[config.mk]
export PLATFORM = sky130hd
export DESIGN_NAME = sdram_port_arbiter
export DESIGN_NICKNAME = d
export VERILOG_FILES = /design/src/rtl/sdram_arb_pkg.sv /design/src/rtl/arb_tag_fifo.sv /design/src/rtl/sdram_port_arbiter.sv
export SDC_FILE = /design/constraint.sdc
export NUM_CORES = 1
export LEC_CHECK = 0
export ABC_AREA = 1
export ABC_CLOCK_PERIOD_IN_PS = 2650
export BUFFER_PORTS_ARGS = -buffer_cell sky130_fd_sc_hd__buf_4
export CORE_MARGIN = 2
export CORE_UTILIZATION = 36
export DETAILED_ROUTE_END_ITERATION = 10
export PLACE_DENSITY = 0.78
export SYNTH_ARGS = -nofsm -noshare
export SYNTH_HDL_FRONTEND = slang
export SYNTH_SLANG_ARGS = --single-unit
[constraint.sdc]
create_clock -name clk -period 2.65 [get_ports clk]
set_input_delay 0.53 -clock clk [delete_from_list [all_inputs] [get_ports clk]]
set_output_delay 0.53 -clock clk [all_outputs]
set_load 0.1 [all_outputs]
[src/rtl/sdram_arb_pkg.sv]
`default_nettype none
// +----------------------------------------------------------------------------+
// | Module      : sdram_arb_pkg                                                |
// | Description : Shared types, constants and the arbitration rule used by     |
// |               the SDRAM two-port arbiter and its tag FIFO.                 |
// | Contents    : arb_state_t  grant state (IDLE / GNT0 / GNT1)                |
// |               PORT_VGA / PORT_DRAW  1-bit port IDs stored in the tag FIFO  |
// |               DEF_*         default parameter values                       |
// |               arbitrate()   fixed-priority rule with starvation override   |
// | Revision    : 1.0  initial release                                         |
// +----------------------------------------------------------------------------+
package sdram_arb_pkg;

    typedef enum logic [1:0] {
        IDLE = 2'd0,
        GNT0 = 2'd1,
        GNT1 = 2'd2
    } arb_state_t;

    localparam logic PORT_VGA  = 1'b0;
    localparam logic PORT_DRAW = 1'b1;

    localparam int DEF_ADDR_W       = 25;
    localparam int DEF_DATA_W       = 16;
    localparam int DEF_MAX_PEND     = 8;
    localparam int DEF_STARVE_LIMIT = 16;
    localparam int BE_W             = 2;

    // Port 0 wins unless port 1 is waiting and has already been passed over
    // STARVE_LIMIT times (starve_ok is low in that case).
    function automatic arb_state_t arbitrate(
        input logic req0,
        input logic req1,
        input logic starve_ok
    );
        if (req0 && (!req1 || starve_ok)) begin
            return GNT0;
        end else if (req1) begin
            return GNT1;
        end else begin
            return IDLE;
        end
    endfunction

endpackage
`default_nettype wire

[src/rtl/arb_tag_fifo.sv]
`default_nettype none
// +----------------------------------------------------------------------------+
// | Module      : arb_tag_fifo                                                 |
// | Description : 1-bit wide synchronous FIFO holding the port ID of every     |
// |               accepted read, in issue order.                               |
// | Ports       : clk, rst       clock, synchronous active-high reset          |
// |               i_push/i_data  write one ID (honoured when not full, or when |
// |                              a pop happens in the same cycle)              |
// |               i_pop          discard head (ignored when empty)             |
// |               o_head         ID at the head of the queue                   |
// |               o_full/o_empty occupancy flags                               |
// |               o_count        number of stored IDs (0..DEPTH)               |
// | Revision    : 1.0  initial release                                         |
// +----------------------------------------------------------------------------+
module arb_tag_fifo #(
    parameter int DEPTH = 8
) (
    input  logic                   clk,
    input  logic                   rst,
    input  logic                   i_push,
    input  logic                   i_data,
    input  logic                   i_pop,
    output logic                   o_head,
    output logic                   o_full,
    output logic                   o_empty,
    output logic [$clog2(DEPTH):0] o_count
);

    localparam int CNT_W = $clog2(DEPTH) + 1;
    localparam int PTR_W = (DEPTH > 1) ? $clog2(DEPTH) : 1;

    logic [DEPTH-1:0] r_mem;
    logic [PTR_W-1:0] r_wr_ptr;
    logic [PTR_W-1:0] r_rd_ptr;
    logic [CNT_W-1:0] r_count;

    logic w_push;
    logic w_pop;

    function automatic logic [PTR_W-1:0] ptr_inc(input logic [PTR_W-1:0] p);
        if (p == PTR_W'(DEPTH - 1)) begin
            return '0;
        end else begin
            return p + PTR_W'(1);
        end
    endfunction

    assign o_empty = (r_count == '0);
    assign o_full  = (r_count == CNT_W'(DEPTH));
    assign o_count = r_count;
    assign o_head  = r_mem[r_rd_ptr];

    // A pop frees a slot in the same cycle, so a full FIFO can still take a push.
    assign w_pop  = i_pop && !o_empty;
    assign w_push = i_push && (!o_full || w_pop);

    always_ff @(posedge clk) begin
        if (w_push) begin
            r_mem[r_wr_ptr] <= i_data;
        end
    end

    always_ff @(posedge clk) begin
        if (rst) begin
            r_wr_ptr <= '0;
            r_rd_ptr <= '0;
            r_count  <= '0;
        end else begin
            if (w_push) begin
                r_wr_ptr <= ptr_inc(r_wr_ptr);
            end
            if (w_pop) begin
                r_rd_ptr <= ptr_inc(r_rd_ptr);
            end
            case ({w_push, w_pop})
                2'b10:   r_count <= r_count + CNT_W'(1);
                2'b01:   r_count <= r_count - CNT_W'(1);
                default: r_count <= r_count;
            endcase
        end
    end

endmodule
`default_nettype wire

[src/rtl/sdram_port_arbiter.sv]
`default_nettype none
// +----------------------------------------------------------------------------+
// | Module      : sdram_port_arbiter                                           |
// | Description : Two-requester Avalon-MM arbiter in front of the SDRAM        |
// |               controller. Port 0 (VGA scan-out, read-only) has fixed       |
// |               priority; port 1 (draw/fill, read/write) is protected by a   |
// |               starvation counter. Read data is steered back to the issuer  |
// |               through an in-order tag FIFO.                                |
// | Ports       : clk, reset              clock, synchronous active-high reset |
// |               m0_*                    port-0 Avalon slave side (reads)     |
// |               m1_*                    port-1 Avalon slave side (rd/wr)     |
// |               s_*                     Avalon master to SDRAM controller    |
// |               pend_count              reads accepted, data not yet back    |
// | Revision    : 1.0  initial release                                         |
// +----------------------------------------------------------------------------+
module sdram_port_arbiter
    import sdram_arb_pkg::*;
#(
    parameter int ADDR_W       = DEF_ADDR_W,
    parameter int DATA_W       = DEF_DATA_W,
    parameter int MAX_PEND     = DEF_MAX_PEND,
    parameter int STARVE_LIMIT = DEF_STARVE_LIMIT
) (
    input  logic                      clk,
    input  logic                      reset,
    // port 0: VGA reader
    input  logic [ADDR_W-1:0]         m0_address,
    input  logic                      m0_read,
    output logic                      m0_waitrequest,
    output logic [DATA_W-1:0]         m0_readdata,
    output logic                      m0_readdatavalid,
    // port 1: draw/fill engine
    input  logic [ADDR_W-1:0]         m1_address,
    input  logic                      m1_read,
    input  logic                      m1_write,
    input  logic [DATA_W-1:0]         m1_writedata,
    input  logic [BE_W-1:0]           m1_byteenable,
    output logic                      m1_waitrequest,
    output logic [DATA_W-1:0]         m1_readdata,
    output logic                      m1_readdatavalid,
    // SDRAM controller
    output logic [ADDR_W-1:0]         s_address,
    output logic                      s_read,
    output logic                      s_write,
    output logic [DATA_W-1:0]         s_writedata,
    output logic [BE_W-1:0]           s_byteenable,
    input  logic                      s_waitrequest,
    input  logic [DATA_W-1:0]         s_readdata,
    input  logic                      s_readdatavalid,
    // debug
    output logic [$clog2(MAX_PEND):0] pend_count
);

    localparam int                   CNT_W        = $clog2(MAX_PEND) + 1;
    localparam int                   STARVE_W     = $clog2(STARVE_LIMIT + 1);
    localparam logic [STARVE_W-1:0]  C_STARVE_MAX = STARVE_W'(STARVE_LIMIT);

    arb_state_t          r_state;
    logic [STARVE_W-1:0] r_starve_cnt;
    logic [CNT_W-1:0]    r_orphans;

    logic                w_req0;
    logic                w_req1;
    logic                w_gnt_read;
    logic                w_gnt_write;
    logic                w_read_blocked;
    logic                w_accept;
    logic                w_accept0;
    logic                w_accept1;
    logic                w_push;
    logic                w_push_id;
    logic                w_pop;
    logic                w_fifo_head;
    logic                w_fifo_full;
    logic                w_fifo_empty;
    logic [CNT_W-1:0]    w_fifo_count;
    logic [STARVE_W-1:0] w_starve_nxt;
    arb_state_t          w_rearb;

    assign w_req0 = m0_read;
    assign w_req1 = m1_read | m1_write;

    // Command presented by the granted port. Read+write together on port 1
    // is illegal and is treated as a write.
    always_comb begin
        w_gnt_read  = 1'b0;
        w_gnt_write = 1'b0;
        case (r_state)
            GNT0: w_gnt_read = m0_read;
            GNT1: begin
                w_gnt_write = m1_write;
                w_gnt_read  = m1_read & ~m1_write;
            end
            default: ;
        endcase
    end

    assign w_read_blocked = w_gnt_read & w_fifo_full;
    assign w_accept  = (w_gnt_write | (w_gnt_read & ~w_read_blocked)) & ~s_waitrequest & ~reset;
    assign w_accept0 = w_accept & (r_state == GNT0);
    assign w_accept1 = w_accept & (r_state == GNT1);

    // Counter value after this cycle; re-arbitration looks at it so the port-1
    // turn comes right after the STARVE_LIMIT-th consecutive port-0 accept.
    always_comb begin
        w_starve_nxt = r_starve_cnt;
        if (w_accept1 || !w_req1) begin
            w_starve_nxt = '0;
        end else if (w_accept0 && (r_starve_cnt != C_STARVE_MAX)) begin
            w_starve_nxt = r_starve_cnt + STARVE_W'(1);
        end
    end

    assign w_rearb = arbitrate(w_req0, w_req1, w_starve_nxt < C_STARVE_MAX);

    always_ff @(posedge clk) begin
        if (reset) begin
            r_state      <= IDLE;
            r_starve_cnt <= '0;
        end else begin
            r_starve_cnt <= w_starve_nxt;
            case (r_state)
                IDLE: r_state <= w_rearb;
                GNT0, GNT1: begin
                    if (w_accept || !(w_gnt_read || w_gnt_write)) begin
                        // Accepted, or the granted port has nothing to present:
                        // hand the path to whoever wins now.
                        r_state <= w_rearb;
                    end else if ((r_state == GNT0) && w_read_blocked && m1_write) begin
                        // A read stalled on a full tag FIFO never reaches s_*,
                        // so moving the grant does not break command hold on
                        // the controller side; it lets port-1 writes through.
                        r_state <= GNT1;
                    end
                end
                default: r_state <= IDLE;
            endcase
        end
    end

    // Datapath to the controller follows the registered grant.
    assign s_address    = (r_state == GNT1) ? m1_address : m0_address;
    assign s_writedata  = m1_writedata;
    assign s_byteenable = (r_state == GNT1) ? m1_byteenable : {BE_W{1'b1}};
    assign s_read       = w_gnt_read & ~w_read_blocked & ~reset;
    assign s_write      = w_gnt_write & ~reset;

    assign m0_waitrequest = (r_state != GNT0) | s_waitrequest | w_read_blocked | reset;
    assign m1_waitrequest = (r_state != GNT1) | s_waitrequest | w_read_blocked | reset;

    // Response routing: the head tag names the issuer of the oldest read.
    assign w_push    = w_accept & w_gnt_read;
    assign w_push_id = (r_state == GNT1) ? PORT_DRAW : PORT_VGA;
    assign w_pop     = s_readdatavalid & ~w_fifo_empty & ~reset;

    assign m0_readdata      = s_readdata;
    assign m1_readdata      = s_readdata;
    assign m0_readdatavalid = w_pop & (w_fifo_head == PORT_VGA);
    assign m1_readdatavalid = w_pop & (w_fifo_head == PORT_DRAW);
    assign pend_count       = w_fifo_count;

    arb_tag_fifo #(
        .DEPTH (MAX_PEND)
    ) u_tag_fifo (
        .clk     (clk),
        .rst     (reset),
        .i_push  (w_push),
        .i_data  (w_push_id),
        .i_pop   (w_pop),
        .o_head  (w_fifo_head),
        .o_full  (w_fifo_full),
        .o_empty (w_fifo_empty),
        .o_count (w_fifo_count)
    );

    // Reads still in flight when reset hits come back with an empty FIFO.
    // They are dropped like any unmatched response, but are remembered here
    // so that only genuinely unexpected responses trip the check below.
    always_ff @(posedge clk) begin
        if (reset) begin
            r_orphans <= w_fifo_count;
        end else if (s_readdatavalid && w_fifo_empty && (r_orphans != '0)) begin
            r_orphans <= r_orphans - CNT_W'(1);
        end
    end

    always_ff @(posedge clk) begin
        if (!reset) begin
            a_rdv_without_tag : assert (!(s_readdatavalid && w_fifo_empty) || (r_orphans != '0));
        end
    end

endmodule
`default_nettype wire

Yosys cells after proc, flatten, opt, wreduce, memory -nomap -nowiden
Index checks and enable logic that the tools add are counted.

word-level totals
  register bits = 25
  input bits = 91
  output and inout port bits = 85
  word-level logic and storage cells = 94

operators by class
  $add $sub $neg = 5
  magnitude comparators = 4
  equality and inequality tests = 11
  mux-type cells = 20
  bitwise gates (word level) = 28
  reduce and logical (&&, ||, !) cells = 20

operators with widths
  operator                                                    count
  2-to-1 mux 25 bit                                           1
  bitwise AND 1 bit                                           14
  2-to-1 mux 2 bit                                            5
  2-to-1 mux 5 bit                                            2
  bitwise mux 8 bit                                           1
  less-than comparator 3 x 4 -> 1 bit, second input constant  2
  bitwise OR 1 bit                                            8
  one-hot mux 4 bit (2 select lines)                          1
  logical AND 1 bit                                           7
  adder 3 x 1 -> 3 bit, second input constant                 2
  == test 3 bit, second input constant                        2
  2-to-1 mux 3 bit                                            2
  inverter 1 bit                                              6
  adder 5 x 1 -> 5 bit, second input constant                 1
  logical OR 1 bit                                            5
  less-than comparator 5 bit, second input constant           1
  inequality test 5 bit, second input constant                1
  adder 4 x 1 -> 4 bit, second input constant                 1
  == test 2 x 1 -> 1 bit, second input constant               2
  == test 2 bit, second input constant                        2
  == test 4 bit, second input constant                        1
  zero test 1 bit                                             4
  zero test 4 bit                                             1
  2-to-1 mux 1 bit                                            4
  other kinds (12)                                            12

Longest topological paths before layout
  word-level depth = 19
  gate-level depth with buffers = 19
  depth with buffers taken out = 19

Modules after synthesis
A second synthesis with hierarchy kept.

unflattened totals
  cell total of the unflattened synthesis = 290
  area total of the unflattened synthesis = 2285.9 µm²

modules (own cells, without submodules)
  module              times used  cells an instance  area an instance (µm²)  seq. area each (µm²)
  sdram_port_arbiter  1           174                1296.2                  140.1
  arb_tag_fifo        1           116                989.7                   440.4

Worst setup path after synthesis
Ideal clock, no wire load.

  path kind = reg-to-output
  start point = register u_tag_fifo.r_count[2], in the netlist u_tag_fifo.o_count[2]
  end point = output m0_readdatavalid
  arrival time = 2699 ps
  required time = 2120 ps
  slack = -579 ps
  cell stages (with the launch flop) = 5
  path buffers = 0
  cells stage by stage = dfxtp_1 -> inv_1 -> nand3_1 -> nand3_1 -> nor2_1

on the way
  cells in the longest elaborated chain, start to end = 5

RTL lines
  what                            line                       source
  from (decl)                     arb_tag_fifo.sv:35         logic [CNT_W-1:0] r_count;
  from (signal assigned)          arb_tag_fifo.sv:76         2'b10: r_count <= r_count + CNT_W'(1);
  from (signal assigned)          arb_tag_fifo.sv:77         2'b01: r_count <= r_count - CNT_W'(1);
  from (signal assigned)          arb_tag_fifo.sv:78         default: r_count <= r_count;
  zero test 4 bit                 arb_tag_fifo.sv:48         assign o_empty = (r_count == '0);
  inverter 1 bit                  sdram_port_arbiter.sv:154  assign w_pop = s_readdatavalid & ~w_fifo_empty & ~reset;
  bitwise AND 1 bit (2 in a row)  sdram_port_arbiter.sv:154
  bitwise AND 1 bit               sdram_port_arbiter.sv:158  assign m0_readdatavalid = w_pop & (w_fifo_head == PORT_VGA);
  to (decl)                       sdram_port_arbiter.sv:31   output logic m0_readdatavalid,

Every way passes these cells.

Final worst setup path
  start point = register r_state[0]
  end point = register u_tag_fifo.r_count[3], in the netlist u_tag_fifo.o_count[3]

on the way
  cells in the longest elaborated chain, start to end = 12
  elaborated cells on any way between the ends = 16
  classes of those cells = eq/ne (4); mux (3); bitwise (7); reduce/logical (2)

RTL lines
  what                                                                      line                       source
  from (decl)                                                               sdram_port_arbiter.sv:58   arb_state_t r_state;
  from (signal assigned)                                                    sdram_port_arbiter.sv:123  IDLE: r_state <= w_rearb;
  from (signal assigned)                                                    sdram_port_arbiter.sv:128  r_state <= w_rearb;
  == test 2 bit or == test 2 x 1 -> 1 bit (tied branches)                   sdram_port_arbiter.sv:88   case (r_state)
  one-hot mux 1 bit (2 select lines)                                        sdram_port_arbiter.sv:88
  bitwise AND 1 bit                                                         sdram_port_arbiter.sv:98   assign w_read_blocked = w_gnt_read & w_fifo_full;
  inverter 1 bit                                                            sdram_port_arbiter.sv:99   assign w_accept = (w_gnt_write | (w_gnt_read & ~w_read_blocked)) & ~s_waitrequest & ~reset;
  bitwise AND 1 bit                                                         sdram_port_arbiter.sv:99
  bitwise OR 1 bit                                                          sdram_port_arbiter.sv:99
  bitwise AND 1 bit (2 in a row)                                            sdram_port_arbiter.sv:99
  bitwise AND 1 bit (*)                                                     sdram_port_arbiter.sv:152  assign w_push = w_accept & w_gnt_read;
  logical AND 1 bit (*)                                                     arb_tag_fifo.sv:55         assign w_push = i_push && (!o_full || w_pop);
  == test 2 x 1 -> 1 bit or == test 2 bit (tied branches)                   arb_tag_fifo.sv:75         case ({w_push, w_pop})
  one-hot mux 4 bit (2 select lines) or nonzero test 2 bit (tied branches)  n/a

Every way passes the cells marked *; elsewhere a longest branch is shown, timed or not.
A chain may end at the register's enable or synchronous reset.

==> reports/results.tsv <==
stage	metric	value	unit
run_status	outcome	finished, final reports clean	
place	Setup Slack @ Placement	-0.107	ns
detailed_routing	Vias/cell	4.82	
yosys	post-synthesis average cell area	8.08	um^2
yosys	mux contribution to synthesized area	12.8	%
place	Post-Place Cells	403	
yosys	Synth Area in Adders	8.28	%
die	io pins	176	
detailed_routing	top sig layer	met4	
global_routing	global-route wire length before repair	8.65	mm
sta	Final Hold Viols	0	
worst_setup_path	CP peak stage delay	0.38	ns
global_routing	largest net degree at the start of global routing	22	
yosys	Post-synth ARST share	0	%
detailed_routing	vias	1981	
detailed_routing	met3 wire length	403	um
detailed_routing	met2 wire len	3.28	mm
sta	Final Max Slew Viols	0	
yosys	Simple-Gate Fraction of Synth Area	19.7	%
worst_setup_path	cell family with most CP delay	simple AND/OR/NAND/NOR gates	
power_and_ir_drop	Lkg Pwr	1.32	nW
power_and_ir_drop	Psw	555	uW
yosys	syn_nets	378	
power_and_ir_drop	maximum vdd drop	348	uV
sta	worst relative slew slack	80.6	%
cts	root buffer cell	clkbuf_8	
finish	Multi-input gate area	0.00122	mm^2
power_and_ir_drop	sw frac	44.6	%
worst_setup_path	Req. time, crit path	2.82	ns
sta	total negative setup slack	0	ns
sta	final hold slack	0.501	ns
yosys	Syn Inst Count	273	
worst_setup_path	WS Path Type	reg -> reg	
yosys	top_reg_cell synth	dfxtp_1	
sta	Final Critical Period	2.61	ns
place	routability cong.	0.824	
run	total of max-cap violations	0	
yosys	Synth Area in Compound Gates	8.28	%
global_routing	gr ovfl total	0	
worst_setup_path	CP Buf/Inv Count	2	
finish	Core Util, Final	49.4	%
yosys	largest family of logic cells by synthesized area	buffers and inverters	
finish	layout cells sized above 1	53.0	%
worst_setup_path	slowest library cell on the worst path	dfxtp_4	
sta	FMAX	383	MHz
power_and_ir_drop	Final Power	1.25	mW
die	die area	0.00677	mm^2
die	core area	0.00592	mm^2
yosys	FF+latch count, synth	25	
finish	fin cells	411	
power_and_ir_drop	register share of total power	32.4	%
cts	CTS tree	built	
cts	Longest Clk Path Bufs	2	
cts	clock sink total	25	
cts	worst skew pair latency	0.27	ns
die	Die H	82.3	um
sta	PnR worst setup slack	0.0358	ns
worst_hold_path	hold crit path type	reg -> reg	
sta	clock skew	0.00411	ns
yosys	EDFF count, synth	8	
finish	# diodes	0	
detailed_routing	M1 WL	1.95	mm
power_and_ir_drop	Power Internal	691	uW
detailed_routing	initial DRC count	88	
place	dpl hpwl	4.80	mm
yosys	Syn Std Cell Area	0.00221	mm^2
worst_setup_path	CP Cell Sequence	inv_4 > ha_4 > nand3_2 > nand2_2 > nand3_2 > nand2_2 > nand2_2 > a211oi_4 > inv_2 > ha_4 > ha_4 > nand2_1 > nor2_1 > a211oi_2 > nor2_1 > nor2_1 > nand2_1 > o21ai_1 > a21oi_1	
yosys	Synth Warn #	0	
detailed_routing	drt drc	0	
power_and_ir_drop	Clock power frac	18.3	%
finish	design area	0.00293	mm^2
yosys	XOR/XNOR share of the synthesized area	1.59	%
yosys	Unique masters post-synth	32	
detailed_routing	drt pass-1 iters	5	
detailed_routing	DRT antenna net count	0	
power_and_ir_drop	total power divided by cell area	426	mW/mm^2
power_and_ir_drop	Comb power frac	49.3	%
die	Initial Utilization	37.3	%
cts	CTS clock-pin slew for the worst setup and hold paths	0.09	ns
detailed_routing	DRT Wirelength	5.82	mm
cts	CTS H-tree depth	1	
worst_setup_path	CP endpoint kind	flop	
die	Row Count	28	
detailed_routing	Routed wire per std cell	14.2	um
finish	storage element area	603	um^2
sta	fin crit share	98.7	%
worst_setup_path	Worst setup SP type	flop	
place	IO Port Bufs	95	
cts	CTS Buf Count	3	
finish	nets	442	
sta	setup violators final	0	
global_routing	vias in the first global route	2021	
worst_setup_path	largest fanout on the critical path	4	
worst_setup_path	reg2reg setup slack	0.04	ns
sta	worst slew pin tran	0.288	ns
place	dpl cell area	0.00276	mm^2
die	Die X	82.3	um
finish	filler instances	534	
finish	Layout Area Growth over Synthesis	32.6	%
yosys	register area share after synthesis	26.3	%
global_routing	initial antenna violation count	0	
sta	unrepaired setup endpoints after global routing	yes	
worst_setup_path	arrival time at the worst endpoint	2.78	ns
global_routing	total track usage	16.5	%
[layer usage]
| layer | GRT usage [%] | up-vias |
|---|---|---|
| met3 | 3.59 | 14 |
| met2 | 32.8 | 90 |
| met5 | 0 | - |
| met4 | 7.67 | 0 |
| li1 | - | 966 |
| met1 | 15.9 | 911 |
[layout make-up]
type,instances,share of cell area (%)
clock buffers,4,1.54
inverters,33,4.40
multi-input cells,163,41.8
flip-flops and latches,25,20.6
well taps,75,3.21
repair buffers,111,28.5
[cell usage in the layout (no fill, tap or decap)]
cell type | Yosys | routed
inv_4 | 0 | 2
o21ai_1 | 0 | 1
a211oi_2 | 1 | 1
nand3_1 | 18 | 16
inv_1 | 28 | 26
ha_1 | 13 | 7
nor2_2 | 0 | 2
nor3_2 | 3 | 3
o21ai_0 | 11 | 10
ha_4 | 0 | 6
xor2_1 | 2 | 2
dfxtp_1 | 17 | 11
dfxtp_4 | 0 | 6
inv_2 | 5 | 5
clkbuf_1 | 0 | 1
nor2_4 | 1 | 1
fa_1 | 1 | 1
a31oi_4 | 1 | 1
buf_4 | 48 | 111
or2_2 | 1 | 1
o21bai_1 | 1 | 1
o32ai_1 | 2 | 2
nand2_2 | 4 | 5
nand3_2 | 1 | 3
edfxtp_1 | 8 | 8
o21bai_2 | 1 | 1
nor3_1 | 2 | 2
a211oi_4 | 0 | 1
nor2_1 | 32 | 30
nand3b_1 | 1 | 1
a21oi_1 | 10 | 10
clkbuf_8 | 0 | 3
mux2_2 | 25 | 25
nand2_1 | 28 | 27
xnor2_1 | 2 | 2
nor2_8 | 1 | 1
[kinds of logic after synthesis]
family | count (synthesis)
AO/OA/AOI/OAI | 28
XOR/XNOR | 4
adder cells (fa/ha/maj) | 14
buffers and inverters | 85
flip-flops | 25
multiplexers | 25
AND/OR/NAND/NOR | 92
[registers in the layout (all words and copies together), names as in the netlist]
| name | cells |
|---|---|
| r_starve_cnt | 5 |
| r_state | 2 |
| u_tag_fifo.o_count | 4 |
| u_tag_fifo.r_mem | 8 |
| u_tag_fifo.r_rd_ptr | 3 |
| u_tag_fifo.r_wr_ptr | 3 |
[path summary, 6_finish.rpt]
| kind | endpoint | start | cells past startpoint |
|---|---|---|---|
| max | u_tag_fifo.o_count[3] | r_state[0] | 19 |
| min | r_starve_cnt[3] | r_starve_cnt[3] | 1 |
| max reg2reg | u_tag_fifo.o_count[3] | r_state[0] | 19 |
| min reg2reg | r_starve_cnt[3] | r_starve_cnt[3] | 1 |
[Yosys cell counts (2+ instances only)]
cell / number / area share, %
nor2_1: 32 / 5.4
a21oi_1: 10 / 2.3
nand2_1: 28 / 4.8
mux2_2: 25 / 13
dfxtp_1: 17 / 15
xor2_1: 2 / 0.79
nor3_1: 2 / 0.45
nor3_2: 3 / 1.4
buf_4: 48 / 16
inv_1: 28 / 4.8
ha_1: 13 / 7.4
xnor2_1: 2 / 0.79
o21ai_0: 11 / 2.5
nand3_1: 18 / 4.1
inv_2: 5 / 0.85
nand2_2: 4 / 1.1
o32ai_1: 2 / 0.79
buf_2: 2 / 0.45
edfxtp_1: 8 / 11
[power by group through the flow]
| stage | clock (mW) | sequential (mW) | combinational, mW |
|---|---|---|---|
| floorplan | 0 | 0.409 | 0.778 |
| global placement | 0 | 0.409 | 0.596 |
| detailed placement | 0 | 0.409 | 0.602 |
| CTS | 0.235 | 0.402 | 0.609 |
| global route | 0.248 | 0.405 | 0.637 |
| finish | 0.228 | 0.404 | 0.614 |
[what timing repair did]
item / 4_1_cts / 5_1_grt
gates cloned: 0 / 0
hold buffers: 0 / 0
endpoints found under the setup margin: 1 / 1
gates resized for setup: 7 / 12
hold endpoints to repair: 0 / 0
pin swaps: 0 / 14
buffers inserted: 0 / 4
Power figures use the tool's default switching activity.
